## config.mk

```make
export PLATFORM = sky130hd
export DESIGN_NAME = apb_master_flat
export DESIGN_NICKNAME = d
export VERILOG_FILES = /design/src/rtl/apb_master_if.sv /design/src/rtl/apb_master.sv /design/src/flat_wrapper.sv
export SDC_FILE = /design/constraint.sdc
export NUM_CORES = 1
export LEC_CHECK = 0
export CORE_MARGIN = 5
export CORE_UTILIZATION = 44
export CTS_CLUSTER_SIZE = 24
export DETAILED_ROUTE_END_ITERATION = 12
export HOLD_SLACK_MARGIN = 0.15
export MAX_ROUTING_LAYER = met4
export PLACE_DENSITY_LB_ADDON = 0.2
export SLEW_MARGIN = 10
export SYNTH_ARGS = -nofsm -noshare
export SYNTH_HDL_FRONTEND = slang
export SYNTH_SLANG_ARGS = --single-unit
```

## constraint.sdc

```tcl
create_clock -name PCLK -period 4.3 [get_ports PCLK]
set_input_delay 1.075 -clock PCLK [delete_from_list [all_inputs] [get_ports PCLK]]
set_output_delay 1.075 -clock PCLK [all_outputs]
set_load 0.02 [all_outputs]
```

## src/rtl/apb_master_if.sv

```systemverilog
// Bus bundle for apb_master: local command/response channel plus the APB request/response signals.
// The master modport is the apb_master view; the slave modport is the view of whatever drives it.
interface apb_master_if #(
  parameter int ADDR_SIZE = 32,
  parameter int MEM_WIDTH = 32,
  parameter int PROT_SIZE = 3
);
  localparam int STRB_SIZE = MEM_WIDTH / 8;

  // Local command channel
  logic                 cmd_valid;
  logic                 cmd_ready;
  logic                 cmd_write;
  logic [ADDR_SIZE-1:0] cmd_addr;
  logic [MEM_WIDTH-1:0] cmd_wdata;
  logic [STRB_SIZE-1:0] cmd_strb;
  logic [PROT_SIZE-1:0] cmd_prot;

  // Local response channel
  logic                 rsp_valid;
  logic [MEM_WIDTH-1:0] rsp_rdata;
  logic                 rsp_err;
  logic                 rsp_timeout;

  // APB
  logic                 PSELX;
  logic                 PENABLE;
  logic                 PWRITE;
  logic [ADDR_SIZE-1:0] PADDR;
  logic [MEM_WIDTH-1:0] PWDATA;
  logic [STRB_SIZE-1:0] PSTRB;
  logic [PROT_SIZE-1:0] PPROT;
  logic                 PREADY;
  logic                 PSLVERR;
  logic [MEM_WIDTH-1:0] PRDATA;

  modport master (
    input  cmd_valid, cmd_write, cmd_addr, cmd_wdata, cmd_strb, cmd_prot,
    output cmd_ready,
    output rsp_valid, rsp_rdata, rsp_err, rsp_timeout,
    output PSELX, PENABLE, PWRITE, PADDR, PWDATA, PSTRB, PPROT,
    input  PREADY, PSLVERR, PRDATA
  );

  modport slave (
    output cmd_valid, cmd_write, cmd_addr, cmd_wdata, cmd_strb, cmd_prot,
    input  cmd_ready,
    input  rsp_valid, rsp_rdata, rsp_err, rsp_timeout,
    input  PSELX, PENABLE, PWRITE, PADDR, PWDATA, PSTRB, PPROT,
    output PREADY, PSLVERR, PRDATA
  );
endinterface

```

## src/rtl/apb_master.sv

```systemverilog
// APB master: turns local valid/ready commands into APB SETUP/ACCESS transfers with back-to-back support.
// Optional macro APB_MASTER_TIMEOUT_EN aborts a transfer after TIMEOUT_CYCLES consecutive wait states.
module apb_master #(
  parameter int ADDR_SIZE      = 32,
  parameter int MEM_WIDTH      = 32,
  parameter int PROT_SIZE      = 3,
  parameter int TIMEOUT_CYCLES = 16
) (
  input  logic          PCLK,
  input  logic          PRESETn,
  apb_master_if.master  bus
);
  localparam int STRB_SIZE = MEM_WIDTH / 8;

  typedef enum logic [1:0] {IDLE, SETUP, ACCESS} state_t;

  state_t               state_q, state_d;
  logic                 psel_q, psel_d;
  logic                 penable_q, penable_d;
  logic                 pwrite_q, pwrite_d;
  logic [ADDR_SIZE-1:0] paddr_q, paddr_d;
  logic [MEM_WIDTH-1:0] pwdata_q, pwdata_d;
  logic [STRB_SIZE-1:0] pstrb_q, pstrb_d;
  logic [PROT_SIZE-1:0] pprot_q, pprot_d;
  logic                 rsp_valid_q, rsp_valid_d;
  logic [MEM_WIDTH-1:0] rsp_rdata_q, rsp_rdata_d;
  logic                 rsp_err_q, rsp_err_d;
  logic                 rsp_timeout_q, rsp_timeout_d;

  logic timeout_fire;
  logic cmd_ready;
  logic accept;

`ifdef APB_MASTER_TIMEOUT_EN
  localparam int CNT_W = $clog2(TIMEOUT_CYCLES + 1);
  logic [CNT_W-1:0] wait_cnt_q;

  // Fires on the last permitted wait state, so the bus sees exactly TIMEOUT_CYCLES ACCESS cycles.
  assign timeout_fire = (state_q == ACCESS) && !bus.PREADY
                        && (wait_cnt_q == CNT_W'(TIMEOUT_CYCLES - 1));

  always_ff @(posedge PCLK or negedge PRESETn) begin
    if (!PRESETn)                                   wait_cnt_q <= '0;
    else if (state_d == SETUP)                      wait_cnt_q <= '0;
    else if ((state_q == ACCESS) && !bus.PREADY)    wait_cnt_q <= wait_cnt_q + CNT_W'(1);
  end
`else
  logic timeout_unused;
  assign timeout_fire   = 1'b0;
  assign timeout_unused = (TIMEOUT_CYCLES != 0);
`endif

  // Held low during reset so every output reads 0 while PRESETn is asserted.
  assign cmd_ready = PRESETn && ((state_q == IDLE) ||
                                 ((state_q == ACCESS) && bus.PREADY && !timeout_fire));
  assign accept    = bus.cmd_valid && cmd_ready;

  // NOTE: every signal assigned here gets a default first so no latch can be inferred.
  always_comb begin
    state_d       = state_q;
    pwrite_d      = pwrite_q;
    paddr_d       = paddr_q;
    pwdata_d      = pwdata_q;
    pstrb_d       = pstrb_q;
    pprot_d       = pprot_q;
    rsp_valid_d   = 1'b0;
    rsp_rdata_d   = rsp_rdata_q;
    rsp_err_d     = rsp_err_q;
    rsp_timeout_d = rsp_timeout_q;

    unique case (state_q)
      IDLE: begin
        if (accept) state_d = SETUP;
      end
      SETUP: begin
        state_d = ACCESS;
      end
      ACCESS: begin
        if (timeout_fire) begin
          state_d       = IDLE;
          rsp_valid_d   = 1'b1;
          rsp_err_d     = 1'b1;
          rsp_timeout_d = 1'b1;
          rsp_rdata_d   = '0;
        end else if (bus.PREADY) begin
          state_d       = accept ? SETUP : IDLE;
          rsp_valid_d   = 1'b1;
          rsp_err_d     = bus.PSLVERR;
          rsp_timeout_d = 1'b0;
          rsp_rdata_d   = pwrite_q ? '0 : bus.PRDATA;
        end
      end
      default: state_d = IDLE;
    endcase

    // Reads never expose stale write data or strobes on the bus.
    if (accept) begin
      pwrite_d = bus.cmd_write;
      paddr_d  = bus.cmd_addr;
      pprot_d  = bus.cmd_prot;
      pwdata_d = bus.cmd_write ? bus.cmd_wdata : '0;
      pstrb_d  = bus.cmd_write ? bus.cmd_strb  : '0;
    end

    psel_d    = (state_d != IDLE);
    penable_d = (state_d == ACCESS);
  end

  // NOTE: sequential state uses non-blocking assignments so all flops update together at the edge.
  always_ff @(posedge PCLK or negedge PRESETn) begin
    if (!PRESETn) begin
      state_q       <= IDLE;
      psel_q        <= 1'b0;
      penable_q     <= 1'b0;
      pwrite_q      <= 1'b0;
      paddr_q       <= '0;
      pwdata_q      <= '0;
      pstrb_q       <= '0;
      pprot_q       <= '0;
      rsp_valid_q   <= 1'b0;
      rsp_rdata_q   <= '0;
      rsp_err_q     <= 1'b0;
      rsp_timeout_q <= 1'b0;
    end else begin
      state_q       <= state_d;
      psel_q        <= psel_d;
      penable_q     <= penable_d;
      pwrite_q      <= pwrite_d;
      paddr_q       <= paddr_d;
      pwdata_q      <= pwdata_d;
      pstrb_q       <= pstrb_d;
      pprot_q       <= pprot_d;
      rsp_valid_q   <= rsp_valid_d;
      rsp_rdata_q   <= rsp_rdata_d;
      rsp_err_q     <= rsp_err_d;
      rsp_timeout_q <= rsp_timeout_d;
    end
  end

  assign bus.cmd_ready   = cmd_ready;
  assign bus.PSELX       = psel_q;
  assign bus.PENABLE     = penable_q;
  assign bus.PWRITE      = pwrite_q;
  assign bus.PADDR       = paddr_q;
  assign bus.PWDATA      = pwdata_q;
  assign bus.PSTRB       = pstrb_q;
  assign bus.PPROT       = pprot_q;
  assign bus.rsp_valid   = rsp_valid_q;
  assign bus.rsp_rdata   = rsp_rdata_q;
  assign bus.rsp_err     = rsp_err_q;
  assign bus.rsp_timeout = rsp_timeout_q;
endmodule
```

## src/flat_wrapper.sv

```systemverilog
// flat-port wrapper written by rule: the top's interface ports become plain ports
module apb_master_flat 
#(
  parameter int ADDR_SIZE      = 32,
  parameter int MEM_WIDTH      = 32,
  parameter int PROT_SIZE      = 3,
  parameter int TIMEOUT_CYCLES = 16
)
  (PCLK, PRESETn, bus_cmd_valid, bus_cmd_write, bus_cmd_addr, bus_cmd_wdata, bus_cmd_strb, bus_cmd_prot, bus_cmd_ready, bus_rsp_valid, bus_rsp_rdata, bus_rsp_err, bus_rsp_timeout, bus_PSELX, bus_PENABLE, bus_PWRITE, bus_PADDR, bus_PWDATA, bus_PSTRB, bus_PPROT, bus_PREADY, bus_PSLVERR, bus_PRDATA);
  apb_master_if #(.ADDR_SIZE(ADDR_SIZE), .MEM_WIDTH(MEM_WIDTH), .PROT_SIZE(PROT_SIZE)) bus_i ();
  input  logic PCLK;
  input  logic PRESETn;
  input wire logic [$bits(bus_i.cmd_valid)-1:0] bus_cmd_valid;
  input wire logic [$bits(bus_i.cmd_write)-1:0] bus_cmd_write;
  input wire logic [$bits(bus_i.cmd_addr)-1:0] bus_cmd_addr;
  input wire logic [$bits(bus_i.cmd_wdata)-1:0] bus_cmd_wdata;
  input wire logic [$bits(bus_i.cmd_strb)-1:0] bus_cmd_strb;
  input wire logic [$bits(bus_i.cmd_prot)-1:0] bus_cmd_prot;
  output wire logic [$bits(bus_i.cmd_ready)-1:0] bus_cmd_ready;
  output wire logic [$bits(bus_i.rsp_valid)-1:0] bus_rsp_valid;
  output wire logic [$bits(bus_i.rsp_rdata)-1:0] bus_rsp_rdata;
  output wire logic [$bits(bus_i.rsp_err)-1:0] bus_rsp_err;
  output wire logic [$bits(bus_i.rsp_timeout)-1:0] bus_rsp_timeout;
  output wire logic [$bits(bus_i.PSELX)-1:0] bus_PSELX;
  output wire logic [$bits(bus_i.PENABLE)-1:0] bus_PENABLE;
  output wire logic [$bits(bus_i.PWRITE)-1:0] bus_PWRITE;
  output wire logic [$bits(bus_i.PADDR)-1:0] bus_PADDR;
  output wire logic [$bits(bus_i.PWDATA)-1:0] bus_PWDATA;
  output wire logic [$bits(bus_i.PSTRB)-1:0] bus_PSTRB;
  output wire logic [$bits(bus_i.PPROT)-1:0] bus_PPROT;
  input wire logic [$bits(bus_i.PREADY)-1:0] bus_PREADY;
  input wire logic [$bits(bus_i.PSLVERR)-1:0] bus_PSLVERR;
  input wire logic [$bits(bus_i.PRDATA)-1:0] bus_PRDATA;
  assign bus_i.cmd_valid = bus_cmd_valid;
  assign bus_i.cmd_write = bus_cmd_write;
  assign bus_i.cmd_addr = bus_cmd_addr;
  assign bus_i.cmd_wdata = bus_cmd_wdata;
  assign bus_i.cmd_strb = bus_cmd_strb;
  assign bus_i.cmd_prot = bus_cmd_prot;
  assign bus_cmd_ready = bus_i.cmd_ready;
  assign bus_rsp_valid = bus_i.rsp_valid;
  assign bus_rsp_rdata = bus_i.rsp_rdata;
  assign bus_rsp_err = bus_i.rsp_err;
  assign bus_rsp_timeout = bus_i.rsp_timeout;
  assign bus_PSELX = bus_i.PSELX;
  assign bus_PENABLE = bus_i.PENABLE;
  assign bus_PWRITE = bus_i.PWRITE;
  assign bus_PADDR = bus_i.PADDR;
  assign bus_PWDATA = bus_i.PWDATA;
  assign bus_PSTRB = bus_i.PSTRB;
  assign bus_PPROT = bus_i.PPROT;
  assign bus_i.PREADY = bus_PREADY;
  assign bus_i.PSLVERR = bus_PSLVERR;
  assign bus_i.PRDATA = bus_PRDATA;
  apb_master #(.ADDR_SIZE(ADDR_SIZE), .MEM_WIDTH(MEM_WIDTH), .PROT_SIZE(PROT_SIZE), .TIMEOUT_CYCLES(TIMEOUT_CYCLES)) u_core (.PCLK(PCLK), .PRESETn(PRESETn), .bus(bus_i));
endmodule
```

==> summary.txt <==
Timing
  – RSZ-0062 raised after global routing: false
  – Final worst path period need: 3.56 ns
  – Worst-case headroom to the max-slew limit: 44.5%
  – Setup violators final: 0
  – Max Clock Freq: approximately 280 MHz
  – Fraction of the cycle the final worst path needs: between 80% and 90%
  – Final max-slew violation count: 0
  – Clock tree skew after final layout: 0.00660 ns
  – Setup TNS after final layout: 0 ns
  – Final Hold Vio Count: 0
  – Worst Max-Slew Pin Slew: 0.832 ns

Logic synthesis
  – Number of library cell types mapped by synthesis: 18
  – Post-Synthesis Cell Area: 4570 um^2
  – Post-synthesis share of cell area spent on and, or, nand and nor gates: between 10% and 20%
  – Largest family of logic cells by synthesized area: multiplexers
  – Top cell type's share of synthesized area: 60.2%
  – Warning count from the yosys run: 0
  – Synthesized net count: 494
  – Sequential cell area fraction in the yosys report: 60.2%
  – Post-Syn Area per Cell: 11.9 um^2
  – Cell types with the largest area share after synthesis: sky130_fd_sc_hd__dfrtp_1 60%, sky130_fd_sc_hd__mux2i_1 7.9%, sky130_fd_sc_hd__mux2_4 7.2%
  – Adder-Cell Fraction of Synth Area: 0%
  – Multiplexer area fraction after synthesis: 19.3%
  – Post-synthesis register bit count: 110
  – Post-synthesis compound-gate area fraction: 3.50%
  – Gate Count Post-Synth: 385
  – XOR/XNOR share of the synthesized area: 0%
  – Most area-hungry cell type in the Yosys netlist: sky130_fd_sc_hd__dfrtp_1

Route
  – Routed length per instance: 16.1 um
  – Detailed-route DRC error count: 0
  – Post-route antenna net violation count: 0
  – Detailed router's first-iteration violation count: 124
  – Total via count after detailed routing: 3397
  – Vias per cell: roughly 4.6
  – Overall routed net length: 11900 um
  – DRT Pass-1 Iters: 4

GRT
  – Initial antenna violation count: 0
  – Largest net degree at the start of global routing: between 60 and 70
  – Vias in the first global route: roughly 3700
  – Combined global-route utilization of all metal layers: 19.5%
  – Total congestion overflow: 0
  – Wire length of the first global-routing pass: 19000 um

Final layout
  – Antenna Diode Count: 0
  – Net count reported at finish: 706
  – Layout-stage area growth over the synthesis result: 54.9%
  – Share of layout cells above drive strength 1: 10.5%

Floorplan
  – Height of the chip: 112 um
  – Core region area: 10200 um^2
  – Std-Cell Rows: 37
  – Full die area: 12500 um^2
  – Number of placed I/O pins: between 200 and 250
  – Initial core utilization: 44.7%
  – Die width: 112 um

Setup path
  – Startpoint type of the worst setup path: input port
  – Crit path largest cell delay: 0.64 ns
  – CP arrival: between 2 and 2.5 ns
  – Kind of cell adding the most delay to the critical path: buffers and inverters
  – Chain of cells forming the critical path: clkdlybuf4s50_1 > nor2b_1 > nor3b_1 > clkdlybuf4s50_1
  – WP buf/inv: 2
  – Worst EP required: approximately 3.2 ns
  – Crit path max-delay cell type: sky130_fd_sc_hd__clkdlybuf4s50_1
  – Type of the worst setup path: in -> out
  – Element type at the critical path end: primary output
  – Most frequent cell on the critical path: sky130_fd_sc_hd__clkdlybuf4s50_1
  – Maximum fanout encountered on the critical timing path: 3

CTS
  – Post-CTS setup buffer count: 0
  – Buffers from clock root to sink, at most: 2
  – Post-CTS Hold Fix Bufs: 0
  – Number of CTS-inserted buffers: 9
  – Max H-tree Level: 3
  – Clock slew seen by the registers of the worst setup and hold paths: 0.10 ns
  – Root Buffer Master: sky130_fd_sc_hd__clkbuf_8
  – TritonCTS Sinks: 110
  – Clock insertion delay at the later pin of the skew report: approximately 0.36 ns
  – TritonCTS clock tree: yes
  – PostCTS Resize Cnt: 0

Power and ir drop
  – Part of the power in combinational logic: 37.9%
  – Pwr Total: 3.37 mW
  – Switching power summed over all nets: 1.08 mW
  – Highest ir drop seen on vdd: about 0.23 mV
  – Power share of the clock group: between 20% and 30%
  – Internal cell power: about 2.3 mW
  – Ratio of total power to cell area: around 480 nW/um^2
  – Switching power as a share of total power: between 30% and 40%
  – Sequential share of power: 42.1%
  – Pleak: 3.35 nW

Flow run
  – MaxCap Viol Count: 0

Placed design
  – Port bufs: 217
  – HPWL after DPL: 8800 um
  – GPL Wtd Cong: 0.790

Outcome
  – Result of the run: completed

Min path
  – Worst min-delay path category: reg -> reg
final cells by class:
class / instances / area (um^2)
repair buffers: 224 / 2230
inverters: 38 / 143
multi-input cells: 214 / 1560
clock buffers: 14 / 183
flip-flops and latches: 110 / 2750
well taps: 136 / 170
clock inverters: 2 / 37.5
fillers: 789 / 3150
routing by layer:
metal	part of all wire [%]	track usage, %	up-vias
li1	-	-	1641
met2	49	32.3	132
met3	6.2	4.02	14
met4	1.4	6.01	0
met5	0	-	-
met1	43	24.3	1610
power by group through the flow:
stage	clock network, mW	logic, mW	registers (mW)
after CTS	0.691	1.29	1.42
after global placement	0	1.26	1.43
after global routing	0.732	1.36	1.45
after detailed placement	0	1.29	1.44
final	0.672	1.28	1.42
after floorplan	0	0.313	1.71
synthesized netlist by cell type:
cell type                     n
sky130_fd_sc_hd__nand4bb_1    1
sky130_fd_sc_hd__inv_1       38
sky130_fd_sc_hd__mux2_2      17
sky130_fd_sc_hd__nand2_1     68
sky130_fd_sc_hd__nand3b_1     1
sky130_fd_sc_hd__buf_6        3
sky130_fd_sc_hd__clkbuf_1    11
sky130_fd_sc_hd__nor2b_1      1
sky130_fd_sc_hd__mux2i_1     36
sky130_fd_sc_hd__mux2_4      22
sky130_fd_sc_hd__nor3b_1      1
sky130_fd_sc_hd__buf_4        5
sky130_fd_sc_hd__conb_1       1
sky130_fd_sc_hd__nand2b_1    33
sky130_fd_sc_hd__dfrtp_1    110
sky130_fd_sc_hd__o21ai_0     32
sky130_fd_sc_hd__nor2_1       1
sky130_fd_sc_hd__buf_2        4
path summary, 6_finish.rpt:
check | start | end | slack, ns | depth (start not counted)
max in group asynchronous | PRESETn | u_core.bus.rsp_rdata[5] | 2.22 | 3
max reg2reg | u_core.state_q[1] | u_core.bus.PADDR[28] | 2.20 | 4
max | bus_PREADY | bus_cmd_ready | 0.74 | 4
min | u_core.bus.rsp_rdata[26] | u_core.bus.rsp_rdata[26] | 0.48 | 2
min in group asynchronous | PRESETn | u_core.state_q[1] | 0.85 | 2
min reg2reg | u_core.bus.rsp_rdata[26] | u_core.bus.rsp_rdata[26] | 0.48 | 2
layout by cell type (no fill, tap or decap), types with 7 or more instances in the layout:
cell type and n:
sky130_fd_sc_hd__mux2_2 17, sky130_fd_sc_hd__clkdlybuf4s50_1 216, sky130_fd_sc_hd__mux2_4 22, sky130_fd_sc_hd__inv_1 38
sky130_fd_sc_hd__clkbuf_8 13, sky130_fd_sc_hd__nand2b_1 33, sky130_fd_sc_hd__o21ai_0 32, sky130_fd_sc_hd__buf_4 7
sky130_fd_sc_hd__dfrtp_1 110, sky130_fd_sc_hd__mux2i_1 36, sky130_fd_sc_hd__nand2_1 68
flip-flops by register name, indices dropped and copies added, names as in the netlist:
name / count
u_core.bus.PENABLE: 1
u_core.bus.PPROT: 3
u_core.state_q: 2
u_core.bus.PSTRB: 4
u_core.bus.rsp_valid: 1
u_core.bus.PWRITE: 1
u_core.bus.PSELX: 1
u_core.bus.rsp_rdata: 32
u_core.bus.rsp_err: 1
u_core.bus.PWDATA: 32
u_core.bus.PADDR: 32
cell families (layout without fill, tap and decap cells):
family          count (synthesis)  after routing
other cells                     1              1
mux                            75             75
simple gates                  106            106
buf+inv                        61            278
flops                         110            110
compound gates                 32             32
tightest hold or removal path, delay by kind of cell (launching register included):
family | cells | cell delay [ns]
compound gates | 1 | 0.06
simple gates | 1 | 0.05
flops | 1 | 0.35
stage by stage:
step           utilization (%)  worst slack (ns)  cell area (um^2)  hold slack (ns)  std cells
3_3_place_gp              67.1             0.776              6860            0.464        722
6_report                  69.2             0.736              7080            0.484        738
2_1_floorplan                -              1.59              4570            0.544        385
4_1_cts                   69.2             0.738              7080            0.492        738
3_5_place_dp              67.1             0.753              6860            0.470        722
5_1_grt                   69.2             0.609              7080            0.513        738
(Power assumes the default switching activity.)
